--- src/rtl/uart_pkg.sv ---
// Shared constants for the UART transmit arbiter: FSM state encoding and byte width.
package uart_pkg;

  localparam int UART_BYTE_W = 8;

  localparam logic [1:0] ST_IDLE = 2'd0;
  localparam logic [1:0] ST_XFER = 2'd1;
  localparam logic [1:0] ST_GAP  = 2'd2;

endpackage

--- src/rtl/uart_rr_arbiter.sv ---
// Combinational round-robin pick: the first requester at or after i_ptr (wrapping) wins.
module uart_rr_arbiter #(
  parameter int  p_requesters = 4,
  localparam int PW           = $clog2(p_requesters)
) (
  input  logic [p_requesters-1:0] i_req,
  input  logic [PW-1:0]           i_ptr,
  output logic [p_requesters-1:0] o_grant
);

  logic [PW-1:0] idx;

  // Scan from the farthest offset down so the nearest requester overwrites the rest.
  always_comb begin
    o_grant = '0;
    idx     = '0;
    for (int off = p_requesters - 1; off >= 0; off--) begin
      idx = PW'((int'(i_ptr) + off) % p_requesters);
      if (i_req[idx]) begin
        o_grant      = '0;
        o_grant[idx] = 1'b1;
      end
    end
  end

endmodule

--- src/rtl/uart_tx_arbiter.sv ---
// Packet-granular round-robin arbiter sharing one UART transmitter among byte streams.
// Optional stall timeout with grant revocation: define UART_TX_ARBITER_TIMEOUT_EN.
module uart_tx_arbiter
  import uart_pkg::*;
#(
  parameter int p_requesters = 4,
  parameter int p_gap        = 2,
  parameter int p_timeout    = 1024
) (
  input  logic                                clk,
  input  logic                                rst,
  input  logic [p_requesters-1:0]             ip_valid,
  input  logic [p_requesters-1:0]             ip_last,
  input  logic [UART_BYTE_W*p_requesters-1:0] ip_data,
  output logic [p_requesters-1:0]             op_ready,
  output logic [p_requesters-1:0]             orp_grant,
  output logic                                o_tx_valid,
  output logic [UART_BYTE_W-1:0]              o8_tx_data,
  input  logic                                i_tx_ready,
  output logic                                or_timeout
);

  localparam int         PW       = $clog2(p_requesters);
  localparam logic [7:0] GAP_LAST = (p_gap > 0) ? 8'(p_gap - 1) : 8'd0;

  logic [1:0]              st_q, st_d;
  logic [p_requesters-1:0] grant_q, grant_d;
  logic [p_requesters-1:0] rr_win;
  logic [PW-1:0]           ptr_q, ptr_d;
  logic [7:0]              gap_q, gap_d;
  logic                    sel_valid, sel_last;
  logic [UART_BYTE_W-1:0]  sel_data;
  logic                    in_xfer, xfer, xfer_last, stall_expired;

  uart_rr_arbiter #(
    .p_requesters(p_requesters)
  ) u_rr (
    .i_req  (ip_valid),
    .i_ptr  (ptr_q),
    .o_grant(rr_win)
  );

  always_comb begin
    sel_valid = 1'b0;
    sel_last  = 1'b0;
    sel_data  = '0;
    for (int k = 0; k < p_requesters; k++) begin
      if (grant_q[k]) begin
        sel_valid = ip_valid[k];
        sel_last  = ip_last[k];
        sel_data  = ip_data[k*UART_BYTE_W +: UART_BYTE_W];
      end
    end
  end

  assign in_xfer    = (st_q == ST_XFER);
  assign o_tx_valid = in_xfer & sel_valid;
  assign o8_tx_data = in_xfer ? sel_data : '0;
  assign op_ready   = in_xfer ? (grant_q & {p_requesters{i_tx_ready}}) : '0;
  assign orp_grant  = grant_q;
  assign xfer       = o_tx_valid & i_tx_ready;
  assign xfer_last  = xfer & sel_last;

`ifdef UART_TX_ARBITER_TIMEOUT_EN
  localparam int            TW       = $clog2(p_timeout + 1);
  localparam logic [TW-1:0] TO_LIMIT = TW'(p_timeout);

  logic [TW-1:0] stall_q, stall_d;
  logic          timeout_q, timeout_d;

  assign stall_expired = in_xfer && !xfer && ((stall_q + 1'b1) == TO_LIMIT);

  always_comb begin
    stall_d   = '0;
    timeout_d = stall_expired;
    if (in_xfer && !xfer && !stall_expired) stall_d = stall_q + 1'b1;
  end

  always_ff @(posedge clk or posedge rst) begin
    if (rst) begin
      stall_q   <= '0;
      timeout_q <= 1'b0;
    end else begin
      stall_q   <= stall_d;
      timeout_q <= timeout_d;
    end
  end

  assign or_timeout = timeout_q;
`else
  assign stall_expired = 1'b0;
  // Always low here; p_timeout only sizes the optional stall counter.
  assign or_timeout    = (p_timeout < 0);
`endif

  always_comb begin
    st_d    = st_q;
    grant_d = grant_q;
    ptr_d   = ptr_q;
    gap_d   = gap_q;
    case (st_q)
      ST_IDLE: begin
        if (|ip_valid) begin
          grant_d = rr_win;
          st_d    = ST_XFER;
          for (int k = 0; k < p_requesters; k++) begin
            if (rr_win[k]) ptr_d = PW'((k + 1) % p_requesters);
          end
        end
      end
      ST_XFER: begin
        if (xfer_last || stall_expired) begin
          grant_d = '0;
          gap_d   = '0;
          st_d    = (p_gap == 0) ? ST_IDLE : ST_GAP;
        end
      end
      ST_GAP: begin
        if (gap_q == GAP_LAST) begin
          gap_d = '0;
          st_d  = ST_IDLE;
        end else begin
          gap_d = gap_q + 1'b1;
        end
      end
      default: begin
        st_d    = ST_IDLE;
        grant_d = '0;
      end
    endcase
  end

  always_ff @(posedge clk or posedge rst) begin
    if (rst) begin
      st_q    <= ST_IDLE;
      grant_q <= '0;
      ptr_q   <= '0;
      gap_q   <= '0;
    end else begin
      st_q    <= st_d;
      grant_q <= grant_d;
      ptr_q   <= ptr_d;
      gap_q   <= gap_d;
    end
  end

endmodule

--- config.mk ---
export PLATFORM = sky130hd
export DESIGN_NAME = uart_tx_arbiter
export DESIGN_NICKNAME = d
export VERILOG_FILES = /design/src/rtl/uart_pkg.sv /design/src/rtl/uart_rr_arbiter.sv /design/src/rtl/uart_tx_arbiter.sv
export SDC_FILE = /design/constraint.sdc
export NUM_CORES = 1
export LEC_CHECK = 0
export ABC_CLOCK_PERIOD_IN_PS = 5400
export BUFFER_PORTS_ARGS = -buffer_cell sky130_fd_sc_hd__buf_2
export CORE_MARGIN = 5
export CORE_UTILIZATION = 30
export CTS_CLUSTER_DIAMETER = 30
export DETAILED_ROUTE_END_ITERATION = 16
export GPL_ROUTABILITY_DRIVEN = 0
export GPL_TIMING_DRIVEN = 0
export PLACE_DENSITY = 0.56
export SETUP_SLACK_MARGIN = 0.02
export SLEW_MARGIN = 20
export SYNTH_ARGS = -nofsm -noshare
export SYNTH_HDL_FRONTEND = slang
export SYNTH_SLANG_ARGS = --single-unit
export TNS_END_PERCENT = 10
--- constraint.sdc ---
create_clock -name clk -period 5.4 [get_ports clk]
set_input_delay 1.08 -clock clk [delete_from_list [all_inputs] [get_ports clk]]
set_output_delay 1.08 -clock clk [all_outputs]
set_load 0.02 [all_outputs]
-- After elaboration in Yosys (flattened, before gate mapping)
Index checks and enable logic that the tools add are counted.
- $add $sub $neg: 4
- $mul: 0
- div/mod/pow operators: 0
- order comparisons: 8
- equality and inequality tests: 6
- shifts and indexed selects: 0
- muxes and demuxes: 48
- bitwise gates (word level): 5
- reductions and logical operators: 12
- operators with widths (operator ; count):
    two-way mux 8 bit ; 7
    two-way mux 4 bit ; 7
    two-way mux 1 bit ; 16
    case mux 8 bit (2 select lines) ; 1
    two-way mux 2 bit ; 7
    < comparator 2 x 3 -> 1 bit (second input constant) ; 4
    case mux 4 bit (3 select lines) ; 1
    AND reduction 3 bit ; 3
    adder 8 x 1 -> 8 bit (second input constant) ; 1
    binary-select mux 1 bit (select 2 bit) ; 4
    demux 1 bit (select 2 bit) ; 4
    == test 8 x 1 -> 1 bit (second input constant) ; 1
    greater-or-equal comparator 2 x 1 -> 1 bit (second input constant) ; 4
    case mux 2 bit (3 select lines) ; 1
    adder 2 bit (second input constant) ; 2
    AND 4 bit ; 1
    logical AND 1 bit ; 4
    != test 2 bit (second input constant) ; 2
    nonzero test 4 bit ; 1
    OR reduction 4 bit ; 1
    AND 1 bit ; 3
    adder 2 x 1 -> 2 bit (second input constant) ; 1
    == test 2 x 1 -> 1 bit (second input constant) ; 1
    == test 2 bit (second input constant) ; 1
    5 further kinds ; 5
- flip-flop bits (word level): 16
- bits in latches: 0
- bits in writable memories: 0
- ROM bits: 0
- input port bits: 43
- output and inout bits: 18
- word-level logic and storage cells: 87
- memories: 0

-- Longest topological paths before layout
- depth in word-level cells: 13
- mapped depth: 9
- mapped depth without buffers: 8

-- Cells and area by module
Synthesis repeated with hierarchy kept, for this count alone.
- cell total of the unflattened synthesis: 201
- area total of the unflattened synthesis: 1612.8 sq um
- by module, submodules not included (module ; instances ; cells each ; area an instance (sq um) ; sequential area each (sq um)):
    uart_tx_arbiter ; 1 ; 154 ; 1199.9 ; 400.4
    uart_rr_arbiter ; 1 ; 47 ; 412.9 ; 0.0

-- Worst setup path before layout
Ideal clock, no wire load.
- kind: input -> output
- start point: in ip_valid[1]
- end point: out o_tx_valid
- data arrival time: 1.796 ns
- required time: 4.320 ns
- path slack: 2.524 ns
- cell stages on the path: 4
- path buffers: 0
- cell sequence: a21oi_1 -> a221oi_1 -> a21oi_1 -> nor2_1
- cells in the longest elaborated chain, start to end: 4
- ends and longest elaborated chain (element ; line ; text):
    from (decl) ; uart_tx_arbiter.sv:12 ; input logic [p_requesters-1:0] ip_valid,
    two-way mux 1 bit (3 in a row) ; uart_tx_arbiter.sv:48 ; if (grant_q[k]) begin
    AND 1 bit ; uart_tx_arbiter.sv:57 ; assign o_tx_valid = in_xfer & sel_valid;
    to (decl) ; uart_tx_arbiter.sv:17 ; output logic o_tx_valid,
Every way passes these cells.

-- Worst setup path in the final report
- start point: reg grant_q[2] (netlist: orp_grant[2])
- end point: out o8_tx_data[1]
- cells in the longest elaborated chain, start to end: 3
- ends and longest elaborated chain (element ; line ; text):
    from (decl) ; uart_tx_arbiter.sv:27 ; logic [p_requesters-1:0] grant_q, grant_d;
    from (signal assigned) ; uart_tx_arbiter.sv:141 ; grant_q <= grant_d;
    two-way mux 8 bit (2 in a row) ; uart_tx_arbiter.sv:48 ;
    two-way mux 8 bit ; uart_tx_arbiter.sv:58 ; assign o8_tx_data = in_xfer ? sel_data : '0;
    to (decl) ; uart_tx_arbiter.sv:18 ; output logic [UART_BYTE_W-1:0] o8_tx_data,
Every way passes these cells.

==> out/qor.yml <==
status: "finished, final reports clean"
ys_seq_area_frac: 0.253
top_layer: "met4"
synth_flop_cell: "dfrtp_1"
cts-root-buf: "clkbuf_8"
p_leak_nw: 0.937
tightest_slew_ps: 667
wl_per_cell_um: 14.0
synth_edf_count: 0
area_growth_pct: 27.6
num_antenna_cells: 0
drv_slew: 0
fin_skew_ps: 3.11
vias: 1717
required_ps: 4320
port_buffers: 59
grt_pass1_vias: 1580
path_buf_inv: 3
post-synth-top-count-cell: "nor2_1"
grt_pass1_wl_mm: 7.06
syn_area_sq_mm: 0.00158
wl_met1_mm: 2.03
postCtsHoldBufs: 0
drt_pre_antenna_iters: 4
post-route-period-util: 0.566
core_sq_mm: 0.00511
antenna_left: 0
final-setup-viol-count: 0
syn_avg_cell_area_sq_um: 7.92
yosys.area.top_type: "dfrtp_1"
startpoint_type: "flop"
fin_nets: 317
path_class: "reg -> out"
period_needed_ps: 3050
reg2reg_depth: 9
drc: 0
crit_chain: "clkbuf_1, clkbuf_1, a221oi_1, nor3_1, a21oi_1, nor2_1, buf_2"
synthTopCellsByArea: "dfrtp_1 (25%), ha_1 (7.9%), a221oi_1 (6.6%)"
numClockSinks: 16
p_per_area_mw_per_mm2: 625
fmax_ghz: 0.327
dieArea_sq_mm: 0.00683
hold_path.class: "reg -> reg"
crit_path_top_delay_cell: "dfrtp_1"
critical_path_cell_count: 7
relSlewSlack: 0.555
num_rows: 26
holdPathStages: 1
cp.arrival_ps: 1970
routed_wl_mm: 4.66
clockBufferDepth: 2
antenna_found_initial: 0
ys_seq_elements: 16
cts_buffers: 3
grt_max_degree: 17
io_pins: 61
met3_length_um: 509
holdWs_ps: 482
ys_async_sr_fraction: 1.00
die_y_um: 82.7
syn-num-nets: 253
place_hpwl_mm: 3.64
critPathMostFrequentCell: "clkbuf_1"
yosysUniqueCellTypes: 41
viasPerCell: 5.16
cts.clk_slew.worst_paths_ps: 70
initialDrtViolationCount: 77
synth_top_cells_by_count: "nor2_1 (18), nand2_1 (17), dfrtp_1 (16), nor2b_1 (16), a21oi_1 (13)"
ir_worst_vdd_mv: 0.170
gr-usage-all-layers: 0.130
cts-resized-gates: 0
path_delay_family: "buffers and inverters"
start_util: 0.310
crit_path_end_kind: "primary output"
cts_tree: "done"
grt.overflow.total: 0
setup_tns_ps: 0
rsz0062_at_grt: "no"
htreeDepth: 1
max_cap_violations: 0
clk_latency_ps: 250
path_max_fanout: 10
slowest_delay_ps: 410
post_cts_buffers: 0
yosys_warnings: 0
synth_top_area_share: 0.253
netlist_instances: 200
fp.dieW_um: 82.7
nFillCells: 534
drive_gt1_frac: 0.285
hold_viol: 0
wl_met2_mm: 2.08
-- worst paths after layout --
check / start / endpoint / slack [ps]
setup reg to reg: ptr_q[0] / ptr_q[0] / 2360
min in group asynchronous: rst / gap_q[6] / 920
max in group asynchronous: rst / st_q[0] / 4060
setup / recovery: orp_grant[2] / o8_tx_data[1] / 2350
hold / removal: gap_q[7] / gap_q[7] / 480
hold reg to reg: gap_q[7] / gap_q[7] / 480
-- where the power goes --
part | internal, mW | switching (mW)
Sequential | 0.177 | 0.0797
Clock | 0.0646 | 0.0432
Combinational | 0.364 | 0.534
Total | 0.606 | 0.657
-- layer usage --
metal	up-vias	global-route usage
li1	865	-
met1	787	0.152
met2	63	0.239
met3	2	0.0260
met4	0	0.0376
met5	-	0
-- state kept, by name, indices dropped and copies added (netlist names) --
signal	cells
gap_q	8
orp_grant	4
ptr_q	2
st_q	2
-- per-stage QoR --
| stage | instances | total power [mW] | setup slack, ps | util | area, sq um |
|---|---|---|---|---|---|
| floorplan | 200 | 0.919 | 2520 | - | 1580 |
| global placement | 329 | 1.15 | 2350 | 0.385 | 1970 |
| detailed placement | 329 | 1.15 | 2350 | 0.385 | 1970 |
| CTS | 333 | 1.27 | 2320 | 0.396 | 2020 |
| global route | 333 | 1.38 | 2080 | 0.396 | 2020 |
| finish | 333 | 1.26 | 2350 | 0.396 | 2020 |
-- cell usage in the layout, fill, tap and decap left out, drive strengths merged, types with 2 or more instances in the layout --
cell type and instances:
a211oi 2, a21oi 13, a221o 2, a221oi 12
a31o 5, a31oi 2, and3 7, buf 60
clkbuf 14, dfrtp 16, ha 10, inv 8
mux2 3, mux2i 3, nand2 17, nand2b 6
nand3 3, nand4 2, nor2 18, nor2b 16
nor3 10, o21ai 11, o22ai 4, o31a 2
o31ai 5
-- kinds of logic (layout without fill, tap and decap cells) --
kind of cell | after synthesis | after routing | share of synthesized area
AO/OA/AOI/OAI | 62 | 62 | 0.285
XOR/XNOR | 1 | 1 | 0.00553
adder cells (fa/ha/maj) | 10 | 10 | 0.0790
buffers and inverters | 19 | 82 | 0.0474
flip-flops | 16 | 16 | 0.253
multiplexers | 7 | 7 | 0.0545
other | 1 | 1 | 0.00237
AND/OR/NAND/NOR | 84 | 84 | 0.273
-- layout make-up --
class                           instances  area, sq um  area share
Inverter                                8         30.0      0.0149
Multi-Input combinational cell        165         1110       0.548
Buffer                                 11         45.0      0.0223
Sequential cell                        16          400       0.198
Tap cell                               70         87.6      0.0433
Clock buffer                            4         55.1      0.0272
Timing Repair Buffer                   59          295       0.146
Note: power is estimated with default switching activity, not from simulation.
